===== src/rtl/dfp_arbiter_if.sv =====
// Bundle of cache-side and memory-side signals around the DFP arbiter.
// slave:  the arbiter's view (requests in, memory strobes out).
// master: the environment's view (caches and memory model).
interface dfp_arbiter_if;
  logic [31:0]  i_addr;
  logic         i_read;
  logic [255:0] i_rdata;
  logic         i_resp;

  logic [31:0]  d_addr;
  logic         d_read;
  logic         d_write;
  logic [255:0] d_wdata;
  logic [255:0] d_rdata;
  logic         d_resp;

  logic [31:0]  dfp_addr;
  logic         dfp_read;
  logic         dfp_write;
  logic [255:0] dfp_wdata;
  logic [255:0] dfp_rdata;
  logic         dfp_resp;

  modport slave (
    input  i_addr, i_read, d_addr, d_read, d_write, d_wdata, dfp_rdata, dfp_resp,
    output i_rdata, i_resp, d_rdata, d_resp, dfp_addr, dfp_read, dfp_write, dfp_wdata
  );

  modport master (
    output i_addr, i_read, d_addr, d_read, d_write, d_wdata, dfp_rdata, dfp_resp,
    input  i_rdata, i_resp, d_rdata, d_resp, dfp_addr, dfp_read, dfp_write, dfp_wdata
  );
endinterface


===== src/rtl/dfp_arbiter.sv =====
// Two-requester arbiter sharing one memory port between I-cache and D-cache.
// One access outstanding at most; the memory strobes come straight from
// registers captured when a grant is made.
// Optional feature: define ARB_ROUND_ROBIN_EN to alternate grants on ties;
// otherwise the D-cache always wins a tie.
//
// state   | meaning
// IDLE    | no access outstanding, arbitrate incoming requests
// GRANT_I | I-cache line read outstanding on the memory port
// GRANT_D | D-cache read or writeback outstanding on the memory port
module dfp_arbiter (
  input  logic         clk,
  input  logic         rst,
  dfp_arbiter_if.slave bus
);

  typedef enum logic [1:0] {IDLE, GRANT_I, GRANT_D} state_t;

  state_t       state_q, state_d;
  logic [31:0]  addr_q;
  logic [255:0] wdata_q;
  logic         read_q;
  logic         write_q;

  logic         d_req;
  logic         tie_to_d;
  logic         take_i;
  logic         take_d;
  logic         i_resp;
  logic         d_resp;

  assign d_req = bus.d_read | bus.d_write;

`ifdef ARB_ROUND_ROBIN_EN
  logic last_d_q;

  // Remember who completed last so a tie goes to the other requester.
  always_ff @(posedge clk) begin
    if (rst) begin
      last_d_q <= 1'b0;
    end else if (i_resp || d_resp) begin
      last_d_q <= d_resp;
    end
  end

  assign tie_to_d = ~last_d_q;
`else
  assign tie_to_d = 1'b1;
`endif

  // Arbitration, completion detection and next state.
  always_comb begin
    state_d = state_q;
    take_i  = 1'b0;
    take_d  = 1'b0;
    i_resp  = 1'b0;
    d_resp  = 1'b0;
    if (!rst) begin
      case (state_q)
        IDLE: begin
          if (bus.i_read && d_req) begin
            take_d = tie_to_d;
            take_i = ~tie_to_d;
          end else begin
            take_i = bus.i_read;
            take_d = d_req;
          end
          if (take_d) begin
            state_d = GRANT_D;
          end else if (take_i) begin
            state_d = GRANT_I;
          end
        end
        GRANT_I: begin
          if (bus.dfp_resp) begin
            i_resp  = 1'b1;
            state_d = IDLE;
          end
        end
        GRANT_D: begin
          if (bus.dfp_resp) begin
            d_resp  = 1'b1;
            state_d = IDLE;
          end
        end
        default: state_d = IDLE;
      endcase
    end
  end

  // State register plus capture of the winning request; strobes drop on completion.
  always_ff @(posedge clk) begin
    if (rst) begin
      state_q <= IDLE;
      addr_q  <= '0;
      wdata_q <= '0;
      read_q  <= 1'b0;
      write_q <= 1'b0;
    end else begin
      state_q <= state_d;
      if (take_d) begin
        addr_q  <= bus.d_addr;
        wdata_q <= bus.d_wdata;
        write_q <= bus.d_write;
        read_q  <= ~bus.d_write;
      end else if (take_i) begin
        addr_q  <= bus.i_addr;
        wdata_q <= '0;
        write_q <= 1'b0;
        read_q  <= 1'b1;
      end else if (i_resp || d_resp) begin
        read_q  <= 1'b0;
        write_q <= 1'b0;
      end
    end
  end

  assign bus.dfp_addr  = addr_q;
  assign bus.dfp_wdata = wdata_q;
  assign bus.dfp_read  = read_q;
  assign bus.dfp_write = write_q;
  assign bus.i_resp    = i_resp;
  assign bus.d_resp    = d_resp;
  assign bus.i_rdata   = bus.dfp_rdata;
  assign bus.d_rdata   = bus.dfp_rdata;

endmodule


===== src/flat_wrapper.sv =====
// flat-port wrapper written by rule: the top's interface ports become plain ports
module dfp_arbiter_flat 
  (clk, rst, bus_i_addr, bus_i_read, bus_d_addr, bus_d_read, bus_d_write, bus_d_wdata, bus_dfp_rdata, bus_dfp_resp, bus_i_rdata, bus_i_resp, bus_d_rdata, bus_d_resp, bus_dfp_addr, bus_dfp_read, bus_dfp_write, bus_dfp_wdata);
  dfp_arbiter_if bus_i ();
  input  logic clk;
  input  logic rst;
  input wire logic [$bits(bus_i.i_addr)-1:0] bus_i_addr;
  input wire logic [$bits(bus_i.i_read)-1:0] bus_i_read;
  input wire logic [$bits(bus_i.d_addr)-1:0] bus_d_addr;
  input wire logic [$bits(bus_i.d_read)-1:0] bus_d_read;
  input wire logic [$bits(bus_i.d_write)-1:0] bus_d_write;
  input wire logic [$bits(bus_i.d_wdata)-1:0] bus_d_wdata;
  input wire logic [$bits(bus_i.dfp_rdata)-1:0] bus_dfp_rdata;
  input wire logic [$bits(bus_i.dfp_resp)-1:0] bus_dfp_resp;
  output wire logic [$bits(bus_i.i_rdata)-1:0] bus_i_rdata;
  output wire logic [$bits(bus_i.i_resp)-1:0] bus_i_resp;
  output wire logic [$bits(bus_i.d_rdata)-1:0] bus_d_rdata;
  output wire logic [$bits(bus_i.d_resp)-1:0] bus_d_resp;
  output wire logic [$bits(bus_i.dfp_addr)-1:0] bus_dfp_addr;
  output wire logic [$bits(bus_i.dfp_read)-1:0] bus_dfp_read;
  output wire logic [$bits(bus_i.dfp_write)-1:0] bus_dfp_write;
  output wire logic [$bits(bus_i.dfp_wdata)-1:0] bus_dfp_wdata;
  assign bus_i.i_addr = bus_i_addr;
  assign bus_i.i_read = bus_i_read;
  assign bus_i.d_addr = bus_d_addr;
  assign bus_i.d_read = bus_d_read;
  assign bus_i.d_write = bus_d_write;
  assign bus_i.d_wdata = bus_d_wdata;
  assign bus_i.dfp_rdata = bus_dfp_rdata;
  assign bus_i.dfp_resp = bus_dfp_resp;
  assign bus_i_rdata = bus_i.i_rdata;
  assign bus_i_resp = bus_i.i_resp;
  assign bus_d_rdata = bus_i.d_rdata;
  assign bus_d_resp = bus_i.d_resp;
  assign bus_dfp_addr = bus_i.dfp_addr;
  assign bus_dfp_read = bus_i.dfp_read;
  assign bus_dfp_write = bus_i.dfp_write;
  assign bus_dfp_wdata = bus_i.dfp_wdata;
  dfp_arbiter u_core (.clk(clk), .rst(rst), .bus(bus_i));
endmodule

===== config.mk =====
export PLATFORM = sky130hd
export DESIGN_NAME = dfp_arbiter_flat
export DESIGN_NICKNAME = d
export VERILOG_FILES = /design/src/rtl/dfp_arbiter_if.sv /design/src/rtl/dfp_arbiter.sv /design/src/flat_wrapper.sv
export SDC_FILE = /design/constraint.sdc
export NUM_CORES = 1
export LEC_CHECK = 0
export ABC_AREA = 1
export BUFFER_PORTS_ARGS = -buffer_cell sky130_fd_sc_hd__buf_2
export CORE_AREA = 2 2 541 543
export CTS_CLUSTER_SIZE = 20
export DETAILED_ROUTE_END_ITERATION = 10
export DIE_AREA = 0 0 543 545
export PLACE_DENSITY = 0.32
export SLEW_MARGIN = 5
export SYNTH_ARGS = -nofsm -noshare
export SYNTH_HDL_FRONTEND = slang
export SYNTH_SLANG_ARGS = --single-unit

===== constraint.sdc =====
create_clock -name clk -period 1.66 [get_ports clk]
set_clock_uncertainty 0.2 [all_clocks]
set_input_delay 0.166 -clock clk [delete_from_list [all_inputs] [get_ports clk]]
set_output_delay 0.166 -clock clk [all_outputs]
set_load 0.01 [all_outputs]

# Word level (Yosys, flattened, before mapping)
# Index checks and enable logic that the tools add are counted.
# W data, S select, Z words.
[totals]
ff_bits = 292
latchBits = 0
ramBits = 0
rom_bits = 0
input_bits = 582
elab_cells = 46
memories = 0
[classes]
addsub = 0
mul = 0
div_mod_pow = 0
order_cmp = 0
n_eq_ne = 4
n_shift = 0
n_mux = 28
bitwise = 2
n_reduce_logical = 7
[op_table]
columns = ["op", "count"]
rows = [
  ["$mux W256", 2],
  ["$mux W32", 2],
  ["$mux W1", 20],
  ["$mux W2", 3],
  ["$pmux W2 S2", 1],
  ["$ne A3 B3 Y1 const B", 1],
  ["$reduce_bool A3 Y1", 1],
  ["$eq A2 B1 Y1 const B", 1],
  ["$eq A2 B2 Y1 const B", 1],
  ["$logic_not A2 Y1", 1],
  ["$ne A2 B1 Y1 const B", 1],
  ["$reduce_and A2 Y1", 1],
  ["$reduce_bool A2 Y1", 1],
  ["$reduce_or A2 Y1", 1],
  ["$logic_and A1 B1 Y1", 1],
  ["$logic_or A1 B1 Y1", 1],
  ["$not A1 Y1", 1],
  ["$or A1 B1 Y1", 1],
]

# Depth between registers and ports, before layout
# Gate-level depths: netlist of the first run.
[depth]
depth_word = 9
depth_mapped = 10
ltp_nobuf = 9

# Least setup slack after synthesis of the first run
# No wires, ideal clock.
[synth_path]
kind = "register -> register"
from = "register u_core.state_q[0]"
to = "register u_core.addr_q[10] (netlist: u_core.bus.dfp_addr[10])"
setup_ps = 116
arrival_time_ps = 1417
path_slack_ps = -73
path_stages_with_launch = 11
path_buffers = 3
synth_period_minus_slack_ps = 1733
path_cell_list = "dfxtp_1 -> inv_1 -> ha_1 -> inv_1 -> nor2_1 -> nand2_1 -> buf_4 -> buf_6 -> buf_4 -> nor2_1 -> nor2_1"
[synth_between]
elab_chain_len = 4
word_cells_on_any_way = 7
classes_between = "mux: 5; reduce/logical: 2"
[synth_lines]
columns = ["item", "line_no", "source"]
rows = [
  ["start, declared", "dfp_arbiter.sv:19", "state_t state_q, state_d;"],
  ["start signal, assigned", "dfp_arbiter.sv:100", "state_q <= state_d;"],
  ["$logic_not A2 Y1 *", "dfp_arbiter.sv:59", "case (state_q)"],
  ["$mux W1", "dfp_arbiter.sv:59", ""],
  ["$mux W1", "dfp_arbiter.sv:58", "if (!rst) begin"],
  ["$mux W32 / $reduce_bool A2 Y1 (equally long branches)", "-", ""],
  ["end signal, assigned", "dfp_arbiter.sv:102", "addr_q <= bus.d_addr;"],
  ["end signal, assigned", "dfp_arbiter.sv:107", "addr_q <= bus.i_addr;"],
  ["end, declared", "dfp_arbiter.sv:20", "logic [31:0] addr_q;"],
]
# Every way passes the cells marked *; elsewhere a longest branch is shown, timed or not.
# A chain may end at the register's enable or synchronous reset.

# Final worst setup path of the first run
[layout_path]
from = "register u_core.state_q[0]"
to = "register u_core.wdata_q[85] (netlist: u_core.bus.dfp_wdata[85])"
[layout_between]
elab_chain_len = 4
word_cells_on_any_way = 7
classes_between = "mux: 5; reduce/logical: 2"
[layout_lines]
columns = ["item", "line_no", "source"]
rows = [
  ["$logic_not A2 Y1 *", "dfp_arbiter.sv:59", ""],
  ["$mux W1", "dfp_arbiter.sv:59", ""],
  ["$mux W1", "dfp_arbiter.sv:58", ""],
  ["$mux W256 / $reduce_bool A2 Y1 (equally long branches)", "-", ""],
  ["end signal, assigned", "dfp_arbiter.sv:103", "wdata_q <= bus.d_wdata;"],
  ["end, declared", "dfp_arbiter.sv:21", "logic [255:0] wdata_q;"],
]
# Marks and branches as above.

==> results of run 1 <==
layout make-up:
cell class	instances	area, µm²	area share, %
Antenna cell	8	20.0	0.0750
Inverter	9	36.3	0.136
Multi-Input combinational cell	992	5130	19.2
Timing Repair Buffer	1096	9230	34.6
Sequential cell	292	5860	22.0
Clock buffer	62	1300	4.87
Tap cell	3900	4880	18.3
Clock inverter	20	230	0.863
cell usage after synthesis, drive strengths merged:
| master | count |
|---|---|
| inv | 9 |
| nand3 | 4 |
| nand2 | 621 |
| clkbuf | 41 |
| a21oi | 260 |
| o21ai | 34 |
| nor2 | 70 |
| dfxtp | 292 |
| ha | 3 |
| buf | 572 |
cells by family (layout without fill, tap and decap cells):
kind of cell / after synthesis / count (layout) / share of synthesized area [%]
AND/OR/NAND/NOR: 695 / 695 / 18.3
buffers and inverters: 622 / 1187 / 30.5
AO/OA/AOI/OAI: 294 / 294 / 10.2
flip-flops: 292 / 292 / 40.7
adder cells (fa/ha/maj): 3 / 3 / 0.261
other: 0 / 8 / 0
flip-flops by register name, indices dropped and copies added, names as in the netlist:
| register | cells |
|---|---|
| u_core.bus.dfp_wdata | 256 |
| u_core.bus.dfp_addr | 32 |
| u_core.state_q | 2 |
| u_core.bus.dfp_read | 1 |
| u_core.bus.dfp_write | 1 |
power groups by stage:
stage,registers [mW],logic [mW],clock network [mW]
after global routing,8.16,8.95,11.0
after detailed placement,8.16,4.89,0
after floorplan,8.41,2.97,0
after global placement,8.16,4.90,0
final,8.08,8.25,10.3
after CTS,8.03,8.19,10.9
metal layers:
| layer | routed length [µm] | share of wire [%] | GRT usage, % |
|---|---|---|---|
| met4 | 5740 | 3.1 | 2.85 |
| met2 | 86200 | 47 | 20.0 |
| met3 | 49300 | 27 | 14.7 |
| met5 | 292 | 0.16 | 0.308 |
| met1 | 41000 | 22 | 7.55 |
worst reg2reg max path: cells and delay by family (launching register included):
kind            cells  cell delay, ps
buf+inv             7             830
simple gates        3             330
flops               1             320
fa+ha+maj           1             150
compound gates      1              50
final timing paths:
kind,endpoint,cells past startpoint,slack (ps)
max,u_core.bus.dfp_wdata[85],12,-390
min,u_core.bus.dfp_wdata[38],4,50
max reg2reg,u_core.bus.dfp_wdata[85],12,-390
min reg2reg,u_core.bus.dfp_wdata[70],2,250
timing repair:
| item | in CTS | in global routing |
|---|---|---|
| cloned | 47 | 6 |
| endpoints found under the setup margin | 460 | 443 |
| buffers inserted | 49 | 14 |
| gates resized for setup | 222 | 216 |
| pin swaps | 76 | 53 |
| hold endpoints to repair | 292 | 0 |
| hold buffers | 342 | 0 |
stage by stage:
stage	util, %	power [mW]	cells	TNS, ps	hold WS [ps]
6_report	9.20	26.6	6379	-75320	53.7
5_1_grt	9.19	28.1	6375	-107320	65.9
3_3_place_gp	6.39	13.1	5850	-44080	132
4_1_cts	8.95	27.1	6367	-93950	1.08
2_1_floorplan	-	11.4	1906	0	106
3_5_place_dp	6.39	13.1	5850	-39990	132
cell usage in the layout, fill, tap and decap left out, types with 7 or more instances in the layout:
cell type and n:
nand2_4 51, dlygate4sd3_1 342, buf_6 20, clkinv_2 7, buf_4 22, nand2_1 467, nand2_2 100, a21oi_1 194
buf_12 39, buf_16 45, clkbuf_16 49, nor2_1 61, buf_2 611, dfxtp_1 286, a21oi_2 66, buf_8 10
diode_2 8, clkbuf_8 13, o21ai_0 30
==> results by group, run 1 <==
STA
  • Slew @ Worst Pin: between 800 and 900 ps
  • Final number of hold-violating endpoints: 0
  • Final setup margin: -386 ps
  • Relative slew slack: 44.7%
  • Slew Viols, Final: 0
  • Final period utilization: 123%
  • Max Fclk: approximately 490 MHz
  • # setup viols final: 318
  • RSZ-0062 raised after global routing: true
  • Post-route minimum period: between 2000 and 2500 ps

Clocking
  • CTS tree: yes
  • Worst skew pair latency: 660 ps
  • TritonCTS Buffers: 44
  • Clock net sink count: roughly 290
  • Clk buf depth: 3
  • CTS root buf: clkbuf_16
  • Htree depth: 2
  • Worst-path clk slew: approximately 60 ps

Yosys
  • Post-synth top area cell: dfxtp_1
  • Mapped cell area: 14,400 µm²
  • FF+latch count, synth: approximately 290
  • Post-Synthesis Cells: roughly 1,900
  • Yosys cell types: 16
  • Sequential area share after synthesis: approximately two fifths
  • Syn nets: approximately 2,500
  • Synth top area share: roughly 40%
  • Top cells by area, synth: dfxtp_1, buf_4, nand2_1, a21oi_1, nor2_1
  • Average size of a mapped cell: approximately 7.5 µm²
  • Synth warnings: 0

Place
  • DP Area: roughly 19,000 µm²
  • Port Buffers: about 600
  • Final GP Congestion: 0.761
  • Pre-CTS setup slack: -242 ps
  • Post-DP HPWL: 153 mm

Worst setup path
  • CP arrival: roughly 2400 ps
  • CP Cell Sequence: inv_2, buf_6, ha_4, inv_4, nor2_4, nand2_8, buf_12, buf_16, buf_12, buf_16, nand2_2, a21oi_1
  • R2R Path Start: u_core.state_q[0]
  • CP max-delay cell: dfxtp_2
  • Critical-path maximum fanout: 7
  • Worst Path Required: roughly 2000 ps
  • Critical path origin: u_core.state_q[0]
  • Crit path kind: reg2reg
  • Startpoint class of the critical path: register
  • Worst path top cell family by delay: buffers and inverters
  • CP Buf/Inv Count: 7
  • Element type at the critical path end: register
  • CP max stage delay: 320 ps

Floorplanning
  • Cell Rows: between 150 and 200
  • Core Footprint: approximately 290,000 µm²
  • Die area: 296,000 µm²
  • Starting Density: 4.95%
  • Die Wd: 543 µm
  • I/O pin count: roughly 1,400
  • Die height: between 500 and 600 µm

Power and ir drop
  • Pwr dens: 998 nW/µm²
  • Clk pwr share: 38.6%
  • Max IR drop VDD: around 0.66 mV
  • Comb power frac: 31.0%
  • Pint: 17.4 mW
  • Seq pwr share: 30.4%
  • Net Sw Frac: a little over a third
  • Switching Power: 9.27 mW
  • Leakage power: between 10 and 15 nW

Outcome
  • Failing checks: negative setup slack
  • Status: finished with violations

Drt
  • Final wirelength: approximately 180 mm
  • Pre-Repair DR Iteration Count: 5
  • DRC viols: 0
  • WL per Instance: 28.6 µm
  • Antenna viol nets, final: 0
  • Vias per cell: 2.39
  • DRT iter0 DRCs: between 600 and 700
  • Routed vias: 15,266

GRT
  • Vias in the first global route: 15,481
  • Pin count of the biggest net entering global routing: 118
  • Overflow after GRT: 0
  • First-pass GRT wire length: about 210 mm
  • Gr usage total: between 10% and 20%
  • Initial antenna violation count: 86

Hold path
  • Min-delay worst type: in2reg
  • Hold wc startpoint: rst

Finish
  • Final-layout fill cell count: approximately 34,000
  • Share of layout cells above drive strength 1: a little over two fifths
  • Area Growth Syn to Fin: 85.7%
  • Finished Cell Area: between 20,000 and 30,000 µm²
  • Net count, final: roughly 3,000

Run
  • Max Cap Viol: 0
No activity file was read; power rests on OpenSTA's default activity.
==> run 2: changes to the inputs <==
--- a/config.mk
+++ b/config.mk
@@ -13,4 +13,5 @@
 export DIE_AREA = 0 0 543 545
 export PLACE_DENSITY = 0.32
+export SETUP_SLACK_MARGIN = 0.3
 export SLEW_MARGIN = 5
 export SYNTH_ARGS = -nofsm -noshare
==> constraint.sdc (replaced) <==
create_clock -name clk -period 1.66 [get_ports clk]
set_clock_uncertainty 0.2 [all_clocks]
set_input_delay 0.332 -clock clk [delete_from_list [all_inputs] [get_ports clk]]
set_output_delay 0.332 -clock clk [all_outputs]
set_load 0.01 [all_outputs]
==> run 2 against run 1 <==
The flow still finishes with violations (negative setup slack). Count of clock-buffer cells in the layout rose by 1. Global-route usage fell by 0.78 points. Cell area up 30%. Critical endpoint is now u_core.bus.dfp_wdata[55].
==> results by group, run 2 (same netlist as run 1, synthesis figures left out) <==
STA
  • Final number of hold-violating endpoints: 0 (unchanged)
  • Final period utilization: 137% (+13 points)
  • # setup viols final: 481 (+51%)
  • Slew @ Worst Pin: 668 ps (-161 ps)
  • Relative slew slack: 55.5% (+11 points)
  • Final TNS setup: -148,790 ps (-73,470 ps)
  • Final setup margin: -606 ps (-220 ps)
  • Post-route minimum period: 2270 ps (+220 ps)
  • RSZ-0062 raised after global routing: true
  • Max Fclk: 441 MHz (-9.7%)
  • Hold_ws: 8.35 ps (-45.4 ps)
  • Slew Viols, Final: 0 (unchanged)

Outcome
  • Failing checks: negative setup slack
  • Status: finished with violations

GRT
  • First-pass GRT wire length: 203 mm (-5.1%)
  • Overflow after GRT: 0 (unchanged)
  • Pin count of the biggest net entering global routing: 63 (-47%)
  • Initial antenna violation count: 51 (-41%)
  • Gr usage total: 11.0% (-0.78 points)
  • Vias in the first global route: 16,593 (+7.2%)

Worst setup path
  • Element type at the critical path end: register
  • R2R Path Start: u_core.state_q[0]
  • CP arrival: 2620 ps (+270 ps)
  • FF-to-FF setup slack: -610 ps (-220 ps)
  • Worst Path Required: 2010 ps (+50 ps)
  • Startpoint class of the critical path: register
  • Worst reg2reg path depth: 14 (+2)
  • Reg2reg end: u_core.bus.dfp_wdata[55]
  • Crit path kind: reg2reg
  • Critical-path maximum fanout: 8 (+1)

Clocking
  • Clk buf depth: 3 (unchanged)
  • Htree depth: 2 (unchanged)
  • Clock net sink count: 292 (unchanged)
  • TritonCTS Buffers: 46 (+4.5%)
  • Hold bufs inserted after CTS: 325 (-5.0%)
  • Worst-path clk slew: 60 ps (about the same)
  • CTS tree: yes
  • Worst skew pair latency: 720 ps (+60 ps)
  • CTS root buf: clkbuf_16

Finish
  • Multi-input gate area: 7740 µm² (+51%)
  • Share of layout cells above drive strength 1: 76.5% (+33 points)
  • Area Growth Syn to Fin: 141%
  • Commonest non-fill, non-tap cell in the layout: dlygate4sd3_1
  • Net count, final: 3,291 (+9.0%)
  • Final-layout fill cell count: 33,135 (-2.3%)
  • Most frequent cells in the layout: dlygate4sd3_1, buf_2, buf_6
  • Max reg flops: 256 (unchanged)
  • Finished Cell Area: 34,700 µm² (+30%)
  • Register area: 6380 µm² (+8.8%)

Place
  • Post-DP HPWL: 137 mm (-10%)
  • DP Area: 19,000 µm² (+2.3%)
  • Final GP Congestion: 0.835 (+9.8%)
  • Port Buffers: 617 (unchanged)

Drt
  • Final wirelength: 172 mm (-5.9%)
  • Antenna viol nets, final: 0 (unchanged)
  • Pre-Repair DR Iteration Count: 5 (unchanged)
  • Vias per cell: 2.45 (+2.6%)
  • DRC viols: 0 (unchanged)
  • Routed vias: 16,316 (+6.9%)
  • DRT iter0 DRCs: 671 (-3.2%)
  • WL per Instance: 25.8 µm (-9.7%)

Hold path
  • Hold Path Stages: 6 (+2)
  • Min-delay worst type: in2reg
  • Hold wc startpoint: bus_d_read
  • Hold EP: u_core.state_q[0]

Power and ir drop
  • Max IR drop VDD: 0.703 mV (+6.0%)
  • Pwr dens: 892 nW/µm² (-11%)
  • Leakage power: 13.8 nW (+31%)

Run
  • Max Cap Viol: 0 (unchanged)

Floorplanning
  • Die Wd: 543 µm (unchanged)
  • I/O pin count: 1,386 (unchanged)
  • Die area: 296,000 µm² (unchanged)
  • Die height: 545 µm (unchanged)
  • Core Footprint: 290,000 µm² (unchanged)
  • Cell Rows: 198 (unchanged)
  • Starting Density: 4.95% (unchanged)
[run 2: cell types whose count changed in the layout (fill, tap and decap cells not counted), moves of 42 or more]
cell / before / now
dfxtp_4: 2 / 66
nand2_4: 51 / 227
buf_2: 611 / 324
buf_8: 10 / 76
dfxtp_1: 286 / 0
buf_6: 20 / 270
a21oi_1: 194 / 41
a21oi_2: 66 / 217
dfxtp_2: 4 / 226
nand2_1: 467 / 213
buf_4: 22 / 228
buf_12: 39 / 81
nand2_2: 100 / 158
[run 2: cell type report]
type | instances | area share [%]
Clock buffer | 63 | 3.80
Timing Repair Buffer | 1365 | 40.6
Sequential cell | 292 | 18.4
Tap cell | 3900 | 14.1
Antenna cell | 7 | 0.0505
Clock inverter | 20 | 0.650
Multi-Input combinational cell | 992 | 22.3
Inverter | 9 | 0.116
[run 2: routing by layer]
layer | global-route usage (%) | vias up | wire, µm
li1 | - | 7103 | -
met1 | 8.54 | 7419 | 46400
met2 | 17.8 | 1476 | 78700
met3 | 11.9 | 290 | 40100
met4 | 3.18 | 28 | 5700
met5 | 1.46 | - | 729
[run 2: where the power goes]
part	leakage [nW]	internal, mW	switching [mW]
Combinational	10.5	6.40	5.63
Sequential	2.53	7.77	0.580
Clock	0.757	6.03	4.48
Total	13.8	20.2	10.7
[run 2: worst max-delay path, cell delays in order, from the launching register on]
cell and delay (ps):
dfxtp_2 320, inv_2 70, buf_6 90, buf_6 80, ha_4 160, inv_4 50
nor2_4 160, nand2_8 100, buf_12 160, buf_12 120, buf_12 130, buf_16 150
buf_12 160, nand2_4 60, a21oi_2 50
[run 2: worst max-delay path by stage]
stage,startpoint,end,slack (ps),depth (start not counted)
floorplan,u_core.state_q[1],u_core.bus.dfp_addr[10],90,10
global placement,bus_d_read,u_core.bus.dfp_wdata[159],-430,8
detailed placement,bus_d_read,u_core.bus.dfp_wdata[185],-370,8
CTS,u_core.state_q[1],bus_i_resp,-600,6
global route,u_core.state_q[0],u_core.bus.dfp_wdata[55],-660,14
finish,u_core.state_q[0],u_core.bus.dfp_wdata[55],-610,14
[run 2: what timing repair did]
| action | CTS | global route |
|---|---|---|
| buffers inserted | 180 | 102 |
| endpoints found under the hold margin | 292 | 2 |
| endpoints found under the setup margin | 582 | 584 |
| gates cloned | 52 | 0 |
| pin swaps | 163 | 103 |
| resized for setup | 1610 | 422 |
[run 2: stage by stage]
stage / cells / setup WS, ps / power [mW] / util, %
3_5_place_dp: 5899 / -374 / 13.1 / 6.53
5_1_grt: 6644 / -665 / 32.3 / 11.9
2_1_floorplan: 1906 / 90.4 / 11.5 / -
3_3_place_gp: 5899 / -427 / 13.1 / 6.53
6_report: 6648 / -606 / 30.9 / 11.9
4_1_cts: 6539 / -604 / 30.3 / 11.1
